File: src/rtl/reset_sequencer.sv
// Reset release sequencer: ADC -> DSP -> UART -> core, then run supervision.
// Restartable; sticky done/failed with a frozen run cycle count.
module reset_sequencer #(
  parameter int unsigned ADC_DLY  = 16,
  parameter int unsigned DSP_DLY  = 8,
  parameter int unsigned UA_DLY   = 8,
  parameter int unsigned CORE_DLY = 8,
  parameter int unsigned CNT_W    = 16,
  parameter int unsigned CYC_W    = 64
) (
  input  logic             core_clock,
  input  logic             reset,
  input  logic             restart_req,
  input  logic [CYC_W-1:0] max_cycles,
  input  logic             success,
  output logic             adc_reset,
  output logic             dsp_reset,
  output logic             ua_reset,
  output logic             core_reset,
  output logic             running,
  output logic             done,
  output logic             failed,
  output logic [CYC_W-1:0] cycle_count
);

  typedef enum logic [2:0] {
    ASSERT,
    REL_ADC,
    REL_DSP,
    REL_UA,
    RUN,
    DONE,
    FAIL
  } state_e;

  localparam logic [CNT_W-1:0] ADC_LAST  = CNT_W'(ADC_DLY - 1);
  localparam logic [CNT_W-1:0] DSP_LAST  = CNT_W'(DSP_DLY - 1);
  localparam logic [CNT_W-1:0] UA_LAST   = CNT_W'(UA_DLY - 1);
  localparam logic [CNT_W-1:0] CORE_LAST = CNT_W'(CORE_DLY - 1);

  state_e           state_q, state_d;
  logic [CNT_W-1:0] cnt_q, cnt_d;
  logic [CYC_W-1:0] cyc_q, cyc_d;
  logic             timeout;

  always_ff @(posedge core_clock) begin
    if (!reset) begin
      state_q <= ASSERT;
      cnt_q   <= '0;
      cyc_q   <= '0;
    end else begin
      state_q <= state_d;
      cnt_q   <= cnt_d;
      cyc_q   <= cyc_d;
    end
  end

  assign timeout = (max_cycles != '0) && (cyc_q >= max_cycles);

  always_comb begin
    state_d = state_q;
    cnt_d   = cnt_q + 1'b1;
    cyc_d   = cyc_q;
    if (restart_req) begin
      state_d = ASSERT;
      cnt_d   = '0;
      cyc_d   = '0;
    end else begin
      unique case (state_q)
        ASSERT: if (cnt_q == ADC_LAST) begin
          state_d = REL_ADC;
          cnt_d   = '0;
        end
        REL_ADC: if (cnt_q == DSP_LAST) begin
          state_d = REL_DSP;
          cnt_d   = '0;
        end
        REL_DSP: if (cnt_q == UA_LAST) begin
          state_d = REL_UA;
          cnt_d   = '0;
        end
        REL_UA: if (cnt_q == CORE_LAST) begin
          state_d = RUN;
          cnt_d   = '0;
          cyc_d   = '0;
        end
        RUN: begin
          cnt_d = '0;
          // success outranks a simultaneous timeout
          if (success) begin
            state_d = DONE;
          end else if (timeout) begin
            state_d = FAIL;
          end else if (cyc_q != '1) begin
            cyc_d = cyc_q + 1'b1;
          end
        end
        DONE, FAIL: cnt_d = '0;
        default: begin
          state_d = ASSERT;
          cnt_d   = '0;
          cyc_d   = '0;
        end
      endcase
    end
  end

  assign adc_reset   = (state_q == ASSERT);
  assign dsp_reset   = (state_q inside {ASSERT, REL_ADC});
  assign ua_reset    = (state_q inside {ASSERT, REL_ADC, REL_DSP});
  assign core_reset  = (state_q inside {ASSERT, REL_ADC, REL_DSP, REL_UA});
  assign running     = (state_q == RUN);
  assign done        = (state_q == DONE);
  assign failed      = (state_q == FAIL);
  assign cycle_count = cyc_q;

endmodule

File: config.mk
export PLATFORM = sky130hd
export DESIGN_NAME = reset_sequencer
export DESIGN_NICKNAME = d
export VERILOG_FILES = /design/src/rtl/reset_sequencer.sv
export SDC_FILE = /design/constraint.sdc
export NUM_CORES = 1
export LEC_CHECK = 0
export ABC_CLOCK_PERIOD_IN_PS = 3080
export CELL_PAD_IN_SITES_DETAIL_PLACEMENT = 0
export CELL_PAD_IN_SITES_GLOBAL_PLACEMENT = 1
export CORE_MARGIN = 8
export CORE_UTILIZATION = 37
export CTS_CLUSTER_SIZE = 10
export DETAILED_ROUTE_END_ITERATION = 10
export PLACE_DENSITY_LB_ADDON = 0.1
export SETUP_SLACK_MARGIN = 0.2
export SLEW_MARGIN = 30
export SYNTH_ARGS = -nofsm -noshare
export SYNTH_HDL_FRONTEND = slang
export SYNTH_SLANG_ARGS = --single-unit
File: constraint.sdc
create_clock -name core_clock -period 3.08 [get_ports core_clock]
set_input_delay 0.308 -clock core_clock [delete_from_list [all_inputs] [get_ports core_clock]]
set_output_delay 0.308 -clock core_clock [all_outputs]
set_load 0.005 [all_outputs]
After elaboration in Yosys (flattened, before gate mapping)

Cells that the tools add are included.

Muxes and demuxes: 15
Bitwise logic cells: 3
Add/sub/neg operators: 2
Reductions and logical operators: 12
Equal/unequal tests: 17
$lt $le $gt $ge: 1
Divide/modulo/power cells: 0
Multiply operators: 0
Shift-type cells: 0

Operators by type and width:

| operator                                                         | count |
|---|---|
| 64-bit two-way mux                                               | 4 |
| 64-bit case mux with 3 select lines                              | 1 |
| 64-bit by 1-bit adder with 64-bit output, second input constant  | 1 |
| 64-bit >= comparator                                             | 1 |
| 64-bit != test, second input constant                            | 1 |
| 64-bit nonzero test                                              | 1 |
| 16-bit two-way mux                                               | 2 |
| 16-bit case mux with 2 select lines                              | 1 |
| 3-bit two-way mux                                                | 6 |
| 3-bit case mux with 6 select lines                               | 1 |
| 16-bit by 1-bit adder with 16-bit output, second input constant  | 1 |
| 16-bit by 3-bit == test with 1-bit output, second input constant | 1 |
| 16-bit by 4-bit == test with 1-bit output, second input constant | 1 |
| 2-bit != test, second input constant                             | 5 |
| 3-bit == test, second input constant                             | 3 |
| 3-bit by 2-bit == test with 1-bit output, second input constant  | 2 |
| 6-bit AND reduction                                              | 1 |
| 5-bit AND reduction                                              | 1 |
| 5-bit OR reduction                                               | 1 |
| 2-bit by 1-bit != test with 1-bit output, second input constant  | 2 |
| 4-bit nonzero test                                               | 1 |
| 2-bit OR reduction                                               | 2 |
| 3-bit by 1-bit == test with 1-bit output, second input constant  | 1 |
| 3-bit logical NOT                                                | 1 |
| other kinds (6)                                                  | 8 |

Memories kept: 0
ROM bits: 0
Input port bits: 68
Memory bits (writable): 0
Register bits after elaboration: 83
Bits in latches: 0

Depth between registers and ports, before layout

Depth in word-level cells: 5
Depth in mapped cells: 14

Worst setup path before layout

No wires, ideal clock.

Path type: register to register
Start: register cyc_q[2] (netlist: cycle_count[2])
End: register cyc_q[53] (netlist: cycle_count[53])
Data required time: 3.018 ns
Buffers on the path: 2
Arrival: 2.770 ns
Setup slack: 0.247 ns
Cell stages (with the launch flop): 13
Path through: dfxtp_1 ha_1 a211oi_1 o21ai_1 a21oi_1 nor3_1 o311ai_1 a41oi_2 or2_1 buf_2 buf_4 or4_1 nand3_1

Cells in the longest elaborated chain, start to end: 5
Elaborated cells on any way between the ends: 11
Those cells by class: add/sub (1); order compare (1); eq/ne (3); mux (4); reduce/logical (2)

RTL lines:

| element                                  | line | source |
|---|---|---|
| start: declaration                       | 43   | `logic [CYC_W-1:0] cyc_q, cyc_d;` |
| start signal: assignment                 | 54   | `cyc_q <= cyc_d;` |
| 64-bit by 1-bit adder with 64-bit output | 95   | `cyc_d = cyc_q + 1'b1;` |
| 64-bit two-way mux                       | 94   | `end else if (cyc_q != '1) begin` |
| 64-bit two-way mux                       | 92   | `end else if (timeout) begin` |
| 64-bit two-way mux                       | 90   | `if (success) begin` |
| 64-bit case mux with 3 select lines      | 69   | `unique case (state_q)` |

Several ways; a longest one is shown, not always the timed one. The select of a mux whose other input is x is not followed.
A chain may end at the register's enable or synchronous reset.

Worst setup path after layout

Start: register cyc_q[2] (netlist: cycle_count[2])
End: register cyc_q[40] (netlist: cycle_count[40])

The elaborated chain is that of the path after synthesis.

==> reports/qor.yml <==
ys_top_cells_by_area: "dfxtp_1 (27%), ha_1 (13%), nand2_1 (6.2%), inv_1 (4.3%), nand4_1 (4.1%)"
m1WireLength_mm: 10.33
tightest_slew_ps: 852.9
synth_fa_ha_area_share_pct: 13.39
drc: 0
grt_pass1_vias: 7024
fin_skew_ps: 6.728
crit_cells: 12
hp-class: "reg2reg"
path_cells: "ha_4 > a211oi_2 > o21ai_2 > a21oi_2 > nor3_4 > o311ai_4 > a41oi_4 > or2_4 > buf_4 > clkbuf_16 > or4_1 > o21ai_1"
status: "complete, no violations"
dpl_cell_area_um2: 8474
ir_drop_mv: 0.2496
yosysSeqAreaShare_pct: 26.95
cts_buffers: 9
wl_mm: 24.73
drtAntennaViolNets: 0
routabilityCongestion: 0.8840
wl_met3_mm: 1.676
reg2reg_to: "cycle_count[40]$_SDFFE_PP0P_"
grt_max_degree: 36
areaGrowthSynthToFinish_pct: 61.85
syn_inst: 798
place_inst: 1224
syn_nets: 932
slew_headroom_pct: 43.01
coreArea_um2: 16470
first_iter_violations: 471
hold_viol: 0
synthMuxAreaShare_pct: 3.734
async_reset_ff_share_pct: 0
drt_pass1_iterations: 5
worstPathArrival_ps: 3290
synth_compound_area_share_pct: 14.69
die-width_um: 145.1
p_leak_nw: 4.110
routedWlPerCell_um: 19.54
post-synth-top-count-cell: "nand2_1"
yosysTopAreaCell: "dfxtp_1"
crit_family: "compound AO/OA/AOI/OAI gates"
postCtsHoldBufs: 0
track_usage_pct: 21.78
intPower_mw: 1.840
root_buffer: "clkbuf_16"
grt_pass1_wl_mm: 37.44
maxCapViolCount: 0
syn_avg_cell_area_um2: 7.727
vias: 7214
synth_top_cells_by_count: "nand2_1 (102), dfxtp_1 (83), inv_1 (70)"
swShare_pct: 25.33
synthXorXnorAreaFrac_pct: 2.273
r2r_start: "cycle_count[2]$_SDFFE_PP0P_"
viasPerCell: 5.698
yosys.cell_types.count: 58
grt-ovfl-total: 0
p_sw_uw: 624.2
critPathBufInv: 2
synth-seq-cells: 83
synth_simple_gate_area_share_pct: 32.12
fin_setup_tns_ps: 0
die_area_um2: 21050
power_frac_seq_pct: 43.6
rsz0062_at_grt: "true"
dominantRegCellSynth: "dfxtp_1"
period_minus_slack_ps: 3007
num_rows: 47
nets: 1175
cp_max_fo: 13
synth_edf_count: 0
layout-drive-gt1-share_pct: 27.25
maxSlewViolCount: 0
setup_violations: 0
dr_wl_met2_mm: 11.95
cp-endpoint: "cycle_count[40]$_SDFFE_PP0P_"
crit_type: "reg2reg"
fin_cells: 1266
h-tree-depth: 3
start_util_pct: 37.45
path_clk_slew_ps: 70
synth_top_family_by_area: "simple AND/OR/NAND/NOR gates"
crit_slowest_cell: "or4_1"
p_per_area_nw_per_um2: 246.9
r2r_cells: 12
yosysTopAreaCellShare_pct: 26.95
fin_crit_sh_pct: 97.63
dp_hpwl_mm: 17.98
stdcell_area_um2: 9980
antenna_cells: 0
syn_area_um2: 6166
fmax_mhz: 332.5
slowest_delay_ps: 500
yosysWarnings: 0
cp-startpoint: "cycle_count[2]$_SDFFE_PP0P_"
endpoint_kind: "flip-flop"
critPathLaunchType: "flip-flop"
regToRegSetupSlack_ps: 70
cts_sinks: 83
combinationalPowerShare_pct: 10.5
io_buffers: 138
clkPwrFrac_pct: 45.9
cts_tree: "yes"
cts_buffer_depth: 2
top_level_ports: 139
clk_latency_ps: 360
cp_data_required_time_ps: 3370
dr.max_layer_used: "met4"
die_h_um: 145.1
antenna_found_initial: 0
final cells by class:
cell class                 count  area [µm²]
multi-input combinational    612        4936
inverter                      71       266.5
sequential                    83        1678
timing repair buffer         264        2522
tap                          220       275.3
clock buffer                   9       225.2
clock inverter                 7       76.32
fill                        1443        6486
per-stage QoR:
step | utilization, % | setup slack [ps] | total power, mW | hold WS, ps
after floorplan | - | 247.4 | 1.177 | 430.2
after global placement | 51.47 | -458.4 | 1.322 | 448.1
after detailed placement | 51.47 | -568.7 | 1.328 | 461.9
after CTS | 56.21 | 166.1 | 2.465 | 479.4
after global routing | 60.61 | -15.80 | 2.554 | 518.6
final | 60.61 | 72.91 | 2.464 | 479.7
flip-flops by register name, indices dropped and copies added (netlist names):
name / cells
cnt_q: 16
cycle_count: 64
state_q: 3
timing repair:
item                       CTS  global route
cloned                       3             5
resized for setup           83           120
setup buffers               11             7
pin swaps                   31            45
setup endpoints to repair   65            63
cells in the final DEF, fill, tap and decap left out, types with 23 or more instances in the layout:
cell and n:
buf_4 112, clkdlybuf4s50_1 110, nand2_1 94, dfxtp_1 70
inv_1 59, ha_1 42, nor2_1 41, nand4_1 40
nand3_1 40, or3_1 25, mux2i_1 23, ha_4 23
metal layers:
metal,global-route usage [%],vias to the layer above
li1,-,3442
met1,26.46,3431
met2,36.80,286
met3,5.255,55
met4,7.704,0
met5,0,-
power by group through the flow:
| stage | Clock (mW) | Sequential [mW] | Combinational (mW) |
|---|---|---|---|
| 2_1_floorplan | 0 | 1.10 | 0.0780 |
| 3_3_place_gp | 0 | 1.10 | 0.222 |
| 3_5_place_dp | 0 | 1.10 | 0.228 |
| 4_1_cts | 1.15 | 1.08 | 0.239 |
| 5_1_grt | 1.20 | 1.07 | 0.283 |
| 6_report | 1.13 | 1.08 | 0.259 |
how the worst min path moves through the flow:
stage | startpoint | end | slack (ps) | cells past startpoint
finish | cnt_q[0]$_SDFF_PP0_ | cnt_q[0]$_SDFF_PP0_ | 480 | 1
global placement | cnt_q[0]$_SDFF_PP0_ | cnt_q[0]$_SDFF_PP0_ | 450 | 1
global route | cycle_count[5]$_SDFFE_PP0P_ | cycle_count[5]$_SDFFE_PP0P_ | 520 | 1
floorplan | cnt_q[0]$_SDFF_PP0_ | cnt_q[0]$_SDFF_PP0_ | 430 | 1
detailed placement | cnt_q[0]$_SDFF_PP0_ | cnt_q[0]$_SDFF_PP0_ | 460 | 1
CTS | cnt_q[0]$_SDFF_PP0_ | cnt_q[0]$_SDFF_PP0_ | 480 | 1
cell families after synthesis:
kind of cell / Yosys count
AND/OR/NAND/NOR: 374
XOR/XNOR: 16
AO/OA/AOI/OAI: 132
adder cells (fa/ha/maj): 66
buffers and inverters: 104
multiplexers: 23
flip-flops: 83
(Power assumes the default switching activity.)
